[config.mk]
export PLATFORM = sky130hd
export DESIGN_NAME = instruction_loader_flat
export DESIGN_NICKNAME = d
export VERILOG_FILES = /design/src/rtl/instruction_loader_if.sv /design/src/rtl/instruction_loader.sv /design/src/flat_wrapper.sv
export SDC_FILE = /design/constraint.sdc
export NUM_CORES = 1
export LEC_CHECK = 0
export CAP_MARGIN = 0
export CORE_MARGIN = 8
export CORE_UTILIZATION = 55
export CTS_CLUSTER_SIZE = 16
export DETAILED_ROUTE_END_ITERATION = 8
export GPL_TIMING_DRIVEN = 0
export PLACE_DENSITY = 0.88
export SLEW_MARGIN = 20
export SYNTH_ARGS = -nofsm -noshare
export SYNTH_HDL_FRONTEND = slang
export SYNTH_SLANG_ARGS = --single-unit
[constraint.sdc]
create_clock -name clk -period 4.7 [get_ports clk]
set_input_delay 0.705 -clock clk [delete_from_list [all_inputs] [get_ports clk]]
set_output_delay 0.705 -clock clk [all_outputs]
set_load 0.03 [all_outputs]
[src/rtl/instruction_loader_if.sv]
`default_nettype none
// ============================================================================
// Module      : instruction_loader_if
// Description : Byte-stream, write-port and status bundle for instruction_loader.
// Revision    : 1.0 - initial release
// ============================================================================
interface instruction_loader_if #(
   parameter int unsigned len = 32
);
   logic           in_start;
   logic [7:0]     in_byte;
   logic           in_byte_valid;
   logic           out_byte_ready;
   logic           out_wr_en;
   logic [len-1:0] out_wr_addr;
   logic [len-1:0] out_wr_data;
   logic           out_loading;
   logic           out_done;
   logic           out_error;
   logic [len-1:0] out_word_count;

   // Environment side: byte source, start control, memory/status sink
   modport master (
      output in_start, in_byte, in_byte_valid,
      input  out_byte_ready, out_wr_en, out_wr_addr, out_wr_data,
      input  out_loading, out_done, out_error, out_word_count
   );

   // Loader side
   modport slave (
      input  in_start, in_byte, in_byte_valid,
      output out_byte_ready, out_wr_en, out_wr_addr, out_wr_data,
      output out_loading, out_done, out_error, out_word_count
   );
endinterface
`default_nettype wire

[src/rtl/instruction_loader.sv]
`default_nettype none
// ============================================================================
// Module      : instruction_loader
// Description : Assembles big-endian bytes into instruction words and writes
//               them to instruction memory until the halt word is seen.
//               Define LOADER_CHECKSUM_EN to verify a trailing XOR checksum.
// Revision    : 1.0 - initial release
// ============================================================================
module instruction_loader #(
   parameter int unsigned    len       = 32,
   parameter int unsigned    RAM_DEPTH = 2048,
   parameter logic [len-1:0] HALT_WORD = 32'hFFFFFFFF
) (
   input  wire logic           clk,
   input  wire logic           reset,
   instruction_loader_if.slave bus
);

   localparam int unsigned    c_BYTES    = len / 8;
   localparam int unsigned    c_IDX_W    = $clog2(c_BYTES);
   localparam logic [c_IDX_W-1:0] c_LAST_IDX = c_IDX_W'(c_BYTES - 1);
   localparam logic [len-1:0] c_DEPTH    = len'(RAM_DEPTH);

   typedef enum logic [2:0] {
      IDLE     = 3'd0,
      ASSEMBLE = 3'd1,
      WRITE    = 3'd2,
      CHECK    = 3'd3,
      DONE     = 3'd4,
      ERROR    = 3'd5
   } state_t;

   state_t               r_state;
   state_t               w_state_next;
   logic [c_IDX_W-1:0]   r_byte_idx;
   logic [len-1:0]       r_word;
   logic [len-1:0]       r_wr_addr;
   logic [len-1:0]       r_wr_data;
   logic [len-1:0]       r_count;
   logic                 r_ready;
   logic                 r_wr_en;
   logic                 r_loading;
   logic                 r_done;
   logic                 r_error;
`ifdef LOADER_CHECKSUM_EN
   logic [len-1:0]       r_csum;
`endif

   logic                 w_accept;
   logic                 w_last_byte;
   logic                 w_start;
   logic [len-1:0]       w_word_next;

   // r_ready mirrors the ASSEMBLE/CHECK decode, so it doubles as the accept gate
   assign w_accept    = bus.in_byte_valid & r_ready;
   assign w_last_byte = w_accept && (r_byte_idx == c_LAST_IDX);
   assign w_word_next = {r_word[len-9:0], bus.in_byte};
   assign w_start     = bus.in_start &&
                        ((r_state == IDLE) || (r_state == DONE) || (r_state == ERROR));

   always_comb begin
      w_state_next = r_state;
      case (r_state)
         IDLE, DONE, ERROR: begin
            if (bus.in_start) w_state_next = ASSEMBLE;
         end
         ASSEMBLE: begin
            if (w_last_byte) w_state_next = (r_count == c_DEPTH) ? ERROR : WRITE;
         end
         WRITE: begin
            if (r_wr_data == HALT_WORD) begin
`ifdef LOADER_CHECKSUM_EN
               w_state_next = CHECK;
`else
               w_state_next = DONE;
`endif
            end else begin
               w_state_next = ASSEMBLE;
            end
         end
`ifdef LOADER_CHECKSUM_EN
         CHECK: begin
            if (w_last_byte) w_state_next = (w_word_next == r_csum) ? DONE : ERROR;
         end
`endif
         default: w_state_next = IDLE;
      endcase
   end

   always_ff @(posedge clk or negedge reset) begin
      if (!reset) r_state <= IDLE;
      else        r_state <= w_state_next;
   end

   // Status outputs are decoded from the next state so they line up with r_state
   always_ff @(posedge clk or negedge reset) begin
      if (!reset) begin
         r_ready   <= 1'b0;
         r_wr_en   <= 1'b0;
         r_loading <= 1'b0;
         r_done    <= 1'b0;
         r_error   <= 1'b0;
      end else begin
         r_ready   <= (w_state_next == ASSEMBLE) || (w_state_next == CHECK);
         r_wr_en   <= (w_state_next == WRITE);
         r_loading <= (w_state_next == ASSEMBLE) || (w_state_next == WRITE) ||
                      (w_state_next == CHECK);
         r_done    <= (w_state_next == DONE);
         r_error   <= (w_state_next == ERROR);
      end
   end

   always_ff @(posedge clk or negedge reset) begin
      if (!reset) begin
         r_byte_idx <= '0;
         r_word     <= '0;
         r_wr_addr  <= '0;
         r_wr_data  <= '0;
         r_count    <= '0;
`ifdef LOADER_CHECKSUM_EN
         r_csum     <= '0;
`endif
      end else if (w_start) begin
         r_byte_idx <= '0;
         r_word     <= '0;
         r_count    <= '0;
`ifdef LOADER_CHECKSUM_EN
         r_csum     <= '0;
`endif
      end else begin
         if (w_accept) begin
            r_word     <= w_word_next;
            r_byte_idx <= w_last_byte ? '0 : r_byte_idx + 1'b1;
         end
         if ((r_state == ASSEMBLE) && (w_state_next == WRITE)) begin
            r_wr_addr <= r_count << c_IDX_W;
            r_wr_data <= w_word_next;
         end
         if (r_state == WRITE) begin
            r_count <= r_count + 1'b1;
`ifdef LOADER_CHECKSUM_EN
            r_csum  <= r_csum ^ r_wr_data;
`endif
         end
      end
   end

   assign bus.out_byte_ready = r_ready;
   assign bus.out_wr_en      = r_wr_en;
   assign bus.out_wr_addr    = r_wr_addr;
   assign bus.out_wr_data    = r_wr_data;
   assign bus.out_loading    = r_loading;
   assign bus.out_done       = r_done;
   assign bus.out_error      = r_error;
   assign bus.out_word_count = r_count;

endmodule
`default_nettype wire

[src/flat_wrapper.sv]
// flat-port wrapper written by rule: the top's interface ports become plain ports
module instruction_loader_flat 
#(
   parameter int unsigned    len       = 32,
   parameter int unsigned    RAM_DEPTH = 2048,
   parameter logic [len-1:0] HALT_WORD = 32'hFFFFFFFF
)
  (clk, reset, bus_in_start, bus_in_byte, bus_in_byte_valid, bus_out_byte_ready, bus_out_wr_en, bus_out_wr_addr, bus_out_wr_data, bus_out_loading, bus_out_done, bus_out_error, bus_out_word_count);
  instruction_loader_if #(.len(len)) bus_i ();
  input  wire logic clk;
  input  wire logic reset;
  input wire logic [$bits(bus_i.in_start)-1:0] bus_in_start;
  input wire logic [$bits(bus_i.in_byte)-1:0] bus_in_byte;
  input wire logic [$bits(bus_i.in_byte_valid)-1:0] bus_in_byte_valid;
  output wire logic [$bits(bus_i.out_byte_ready)-1:0] bus_out_byte_ready;
  output wire logic [$bits(bus_i.out_wr_en)-1:0] bus_out_wr_en;
  output wire logic [$bits(bus_i.out_wr_addr)-1:0] bus_out_wr_addr;
  output wire logic [$bits(bus_i.out_wr_data)-1:0] bus_out_wr_data;
  output wire logic [$bits(bus_i.out_loading)-1:0] bus_out_loading;
  output wire logic [$bits(bus_i.out_done)-1:0] bus_out_done;
  output wire logic [$bits(bus_i.out_error)-1:0] bus_out_error;
  output wire logic [$bits(bus_i.out_word_count)-1:0] bus_out_word_count;
  assign bus_i.in_start = bus_in_start;
  assign bus_i.in_byte = bus_in_byte;
  assign bus_i.in_byte_valid = bus_in_byte_valid;
  assign bus_out_byte_ready = bus_i.out_byte_ready;
  assign bus_out_wr_en = bus_i.out_wr_en;
  assign bus_out_wr_addr = bus_i.out_wr_addr;
  assign bus_out_wr_data = bus_i.out_wr_data;
  assign bus_out_loading = bus_i.out_loading;
  assign bus_out_done = bus_i.out_done;
  assign bus_out_error = bus_i.out_error;
  assign bus_out_word_count = bus_i.out_word_count;
  instruction_loader #(.len(len), .RAM_DEPTH(RAM_DEPTH), .HALT_WORD(HALT_WORD)) u_core (.clk(clk), .reset(reset), .bus(bus_i));
endmodule
==> impl_metrics.toml, run 1 <==
[worst_setup_path]
timing.critical_path.arrival_ps = 3290
start_kind = "flop"
crit_type = "reg2reg"
setup.worst_path.end_class = "flop"
worst-path-max-fanout = 10
timing.critical_path.required_ps = 5100

[route]
drc = 0
route.met3.wl_mm = 1.23
totalWireLength_mm = 14.5
drt-pass1-iter-count = 7
top_layer_used = "met4"
routed-wl-met2_mm = 7.46
detailedRoute.firstIterationViolations = 264
antenna_violating_nets_post_route = 0
drt-wirelength-per-cell_um = 19.0
num_vias = 4452
m1WireLength_mm = 5.66
vias_per_cell = 5.84

[placement]
gp_congestion = 0.853
post-dp-hpwl_mm = 10.2
detailedPlace.worstSlack_ps = 1340
portBuffers = 110

[global_routing]
grt_pass1_wl_mm = 23.5
grt.overflow.total = 0
global_route.usage.total = 0.227
grt_max_degree = 74
antenna_violations_before_repair = 0
first_global_vias = 4575

[synthesis]
synth-edff-count = 0
synth_seq_cells = 128
post_synth_inst_count = 485
synth-async-reset-ratio = 1.00
synth_top_flop_cell = "dfrtp_1"
synth_seq_area_share = 0.581
yosysWarningCount = 0
yosys.cell_types.count = 43
synthesis.area_um2 = 5510
syn-mean-instance-area_um2 = 11.4

[floorplan]
io_pins = 113
placement_rows = 36
die_outline_width_um = 116
start_util = 0.564
core_region_area_um2 = 9770
vert_die_dim_um = 116
die_area_um2 = 13500

[sta]
setup_total_negative_slack_ps = 0
finalMaxSlewViolations = 0
fin_ws_ps = 1810
layout_worst_path_cycle_share = 0.615
achievable-frequency_mhz = 346
rsz0062_at_grt = "false"
worstMarginPinSlew_ps = 755
number_of_endpoints_failing_setup_at_the_final_stage = 0
report.final.hold_viol_count = 0
max-slew-margin-rel = 0.492
fin_worst_skew_ps = 11.4
finalCriticalPeriod_ps = 2890

[clock_network]
ctsLongestPathBuffers = 2
insertion_delay_ps = 530
cts-hold-fix-buffers = 0
post_cts.resized_instances = 0
clock_tree.root_cell = "clkbuf_8"
cts_inserted_buffers = 17
tritoncts_num_sinks = 128
clkSlewWorstSetupHoldPaths_ps = 60
post_cts.repair.setup_buffers = 0
cts_tree = "yes"
htree_levels = 4

[min_path]
hold_path_class = "in2async"

[final_layout]
antenna_cells_inserted = 0
fin_util = 0.758
synthToLayoutAreaGrowth_pct = 34.4
num-nets-final = 631
drive_gt1_frac = 0.172

[pwr]
leakagePower_nw = 3.18
design_power_total_w = 0.00492
power_density_nw_per_um2 = 665
vdd.ir_drop.worst_mv = 0.410

[job]
maxCapViolations = 0

[run_status]
run_status = "finished clean"
-- routing by layer --
| metal | vias up | global-route usage |
|---|---|---|
| met5 | - | 0 |
| met2 | 213 | 0.395 |
| met4 | 0 | 0.0674 |
| met1 | 2216 | 0.266 |
| met3 | 17 | 0.0641 |
| li1 | 2006 | - |
-- path summary, 6_finish.rpt --
kind,start,end,slack (ps),cells past startpoint
setup / recovery,u_core.bus.out_word_count[0],u_core.bus.out_wr_data[11],1810,8
hold / removal,reset,u_core.bus.out_wr_addr[23],210,1
setup reg to reg,u_core.bus.out_word_count[0],u_core.bus.out_wr_data[11],1810,8
hold reg to reg,u_core.bus.out_wr_addr[8],u_core.bus.out_wr_addr[8],510,1
max in group asynchronous,reset,u_core.bus.out_wr_data[28],3800,2
min in group clk,u_core.bus.out_wr_addr[8],u_core.bus.out_wr_addr[8],510,1
-- report_power, final --
group          internal, W  switching (W)  total, W
Sequential         0.00148       0.000327   0.00180
Clock             0.000819       0.000488   0.00131
Combinational     0.000798        0.00102   0.00181
Total              0.00309        0.00183   0.00492
-- kinds of logic (layout without fill, tap and decap cells) --
logic type               Yosys count  after routing  share of synthesized area
buffers and inverters             42            185                     0.0325
flip-flops                       128            128                      0.581
AO/OA/AOI/OAI                     78             78                     0.0815
multiplexers                      64             64                      0.130
adder cells (fa/ha/maj)            3              3                    0.00681
XOR/XNOR                           6              6                    0.00953
AND/OR/NAND/NOR                  163            163                      0.158
other                              1              2                   0.000680
-- registers in the layout (all words and copies together) (netlist names), 2 cells and up --
signal	count
u_core.bus.out_word_count	32
u_core.bus.out_wr_addr	30
u_core.bus.out_wr_data	32
u_core.r_byte_idx	2
u_core.r_state	3
u_core.r_word	24
-- layout make-up --
class,instances,area (um2)
Sequential cell,128,3200
Fill cell,655,2370
Multi-Input combinational cell,316,2130
Timing Repair Buffer,111,1130
Clock buffer,18,428
Clock inverter,14,166
Tap cell,133,166
Buffer,29,130
Inverter,13,48.8
-- metrics by stage --
| stage | area, um2 | instances | hold slack, ps |
|---|---|---|---|
| 3_3_place_gp | 6780 | 729 | 486 |
| 4_1_cts | 7410 | 762 | 220 |
| 5_1_grt | 7410 | 762 | 256 |
| 6_report | 7410 | 762 | 208 |
| 3_5_place_dp | 6810 | 730 | 492 |
| 2_1_floorplan | 5520 | 486 | 409 |
-- synthesized netlist by cell type (3+ instances only) --
master | n | area, um2
nor4_1 | 10 | 62.6
nand3_1 | 10 | 50.1
buf_1 | 3 | 11.3
nand4_1 | 19 | 119
o21ai_1 | 3 | 15.0
buf_2 | 5 | 25.0
mux2_2 | 62 | 698
o31ai_1 | 17 | 128
nand2_1 | 67 | 251
nor3_1 | 7 | 35.0
dfrtp_1 | 128 | 3200
inv_1 | 13 | 48.8
ha_1 | 3 | 37.5
nor2_1 | 8 | 30.0
nand2b_1 | 3 | 18.8
clkbuf_1 | 18 | 67.6
xnor2_1 | 4 | 35.0
or4_1 | 18 | 135
a21oi_1 | 51 | 255
and4_1 | 3 | 26.3
-- worst max-delay path, stage by stage (launching register included) --
cell      delay, ps
dfrtp_1         450
inv_1           110
ha_1            150
nor4b_1         340
nand4_1         170
o21bai_1        160
clkbuf_1        430
clkbuf_1        540
mux2_2          420
-- placed cells by master (no fill, tap or decap), types with 13 or more instances in the layout --
| cell type | netlist | routed |
|---|---|---|
| o31ai_1 | 17 | 17 |
| dfrtp_1 | 128 | 128 |
| clkbuf_16 | 0 | 16 |
| mux2_2 | 62 | 62 |
| clkbuf_1 | 18 | 18 |
| clkdlybuf4s50_1 | 0 | 109 |
| nand4_1 | 19 | 19 |
| nand2_1 | 67 | 67 |
| inv_1 | 13 | 13 |
| a21oi_1 | 51 | 51 |
| or4_1 | 18 | 18 |
Note: power is estimated with default switching activity, not from simulation.
==> run 2, diff against run 1 <==
- CORE_UTILIZATION: 55 -> 46
- PLACE_DENSITY: 0.88 -> 0.79
- clock period: 4.7 -> 2.4 ns (I/O delays scaled with it)
==> impl_metrics.toml, run 2 (synthesized netlist as in run 1, its figures left out) <==
[run_status]
run_status = "finished clean"

[worst_setup_path]
reg2reg_setup_slack_ps = 20
crit_family = "simple AND/OR/NAND/NOR gates"
worst-path-max-fanout = 19
crit_path_start = "u_core.r_state[0]"
setup.worst_path.end_class = "flop"
cpPeakStageDelay_ps = 540
path_cells = "or3b_4 -> or4_4 -> buf_6 -> or4_1 -> a21oi_2"
timing.critical_path.required_ps = 2730
crit_buf_inv = 1
reg2reg_from = "u_core.r_state[0]"
start_kind = "flop"
timing.critical_path.arrival_ps = 2710
crit_type = "reg2reg"
timing.critical_path.slowest_stage_cell = "or4_1"

[clock_network]
insertion_delay_ps = 420
htree_levels = 4
clock_tree.root_cell = "clkbuf_16"
tritoncts_num_sinks = 128
clkSlewWorstSetupHoldPaths_ps = 60
cts_tree = "yes"
ctsLongestPathBuffers = 2
cts_inserted_buffers = 17

[floorplan]
io_pins = 113
vert_die_dim_um = 125
start_util = 0.465
die_outline_width_um = 125
placement_rows = 40
die_area_um2 = 15700
core_region_area_um2 = 11900

[route]
drt-pass1-iter-count = 5
num_vias = 4500
drc = 0
antenna_violating_nets_post_route = 0
detailedRoute.firstIterationViolations = 397
vias_per_cell = 5.80
totalWireLength_mm = 14.6
drt-wirelength-per-cell_um = 18.8

[sta]
finalCriticalPeriod_ps = 2380
number_of_endpoints_failing_setup_at_the_final_stage = 0
achievable-frequency_mhz = 420
report.final.hold_viol_count = 0
layout_worst_path_cycle_share = 0.993
fin_worst_skew_ps = 15.1
fin_ws_ps = 16.8
worstMarginPinSlew_ps = 725
finalMaxSlewViolations = 0
max-slew-margin-rel = 0.512

[job]
maxCapViolations = 0

[global_routing]
first_global_vias = 4624
global_route.usage.total = 0.190
grt.overflow.total = 0
grt_max_degree = 81
antenna_violations_before_repair = 0
grt_pass1_wl_mm = 24.1

[final_layout]
num-nets-final = 631
drive_gt1_frac = 0.197
antenna_cells_inserted = 0
synthToLayoutAreaGrowth_pct = 36.5
final_cell_mix = "123 x dfrtp_1, 109 x clkdlybuf4s50_1, 67 x nand2_1"
final_cells = 776
layout.cells.most_common = "dfrtp_1"
fin_util = 0.634

[min_path]
hold_path_class = "in2async"

[placement]
detailedPlace.worstSlack_ps = -613
portBuffers = 110
post-dp-hpwl_mm = 10.3
gp_congestion = 0.796
cell_count_after_placement = 744

[pwr]
leakagePower_nw = 3.23
power_density_nw_per_um2 = 1300
design_power_total_w = 0.00980
vdd.ir_drop.worst_mv = 0.888
==> run 2: cell types whose count changed in the layout (fill, tap and decap cells not counted), moves of 2 or more <==
cell / change
dfrtp_1: -5
clkbuf_2: +2
buf_4: +5
clkinvlp_4: -3
dfrtp_2: +5
buf_2: -5
a21oi_2: +2
clkinv_4: +2
a21oi_1: -2
clkbuf_4: +4
clkbuf_1: -5
clkbuf_8: -2
==> run 2: cell type report <==
type,count,area (um2)
clock buffer,18,429
sequential,128,3210
multi-input combinational,316,2160
buffer,27,149
tap,147,184
inverter,13,48.8
timing repair buffer,113,1150
fill,912,4340
clock inverter,14,191
==> run 2: per-stage QoR <==
stage	hold WS [ps]	TNS (ps)	instance area, um2
floorplan	64.4	0	5520
global placement	486	-503700	6800
detailed placement	324	-27650	6830
CTS	462	0	7480
global route	479	-17.7	7520
finish	453	0	7520
==> run 2: report_power, final <==
group / switching [W] / internal [W]
Clock: 0.000949 / 0.00174
Combinational: 0.00199 / 0.00158
Sequential: 0.000646 / 0.00290
==> run 2: layer usage <==
layer  vias up  GRT usage  part of all wire
li1       2021          -                 -
met3        31     0.0633             0.080
met2       190      0.307              0.50
met4         0     0.0802             0.016
met1      2258      0.229              0.41
met5         -          0                 0
==> run 2: worst paths after layout <==
path                       cells after the start                            end
max reg2reg                                    5  u_core.bus.out_word_count[30]
min                                            2     u_core.bus.out_wr_addr[23]
max                                            5  u_core.bus.out_word_count[30]
min reg2reg                                    1     u_core.bus.out_wr_addr[23]
max in group asynchronous                      3              u_core.r_state[1]
min in group clk                               1     u_core.bus.out_wr_addr[23]
==> run 2: worst reg2reg max path, delay by kind of cell, from the launching register on <==
family          cells  cell delay [ps]
compound gates      1              180
buf+inv             1              180
flops               1              430
simple gates        3             1510
==> run 2: repair_timing <==
item | CTS | global route
setup endpoints to repair | 70 | 76
hold buffers | 1 | 0
pin swaps | 0 | 1
resized for setup | 10 | 16
hold endpoints to repair | 48 | 0
setup buffers | 0 | 1
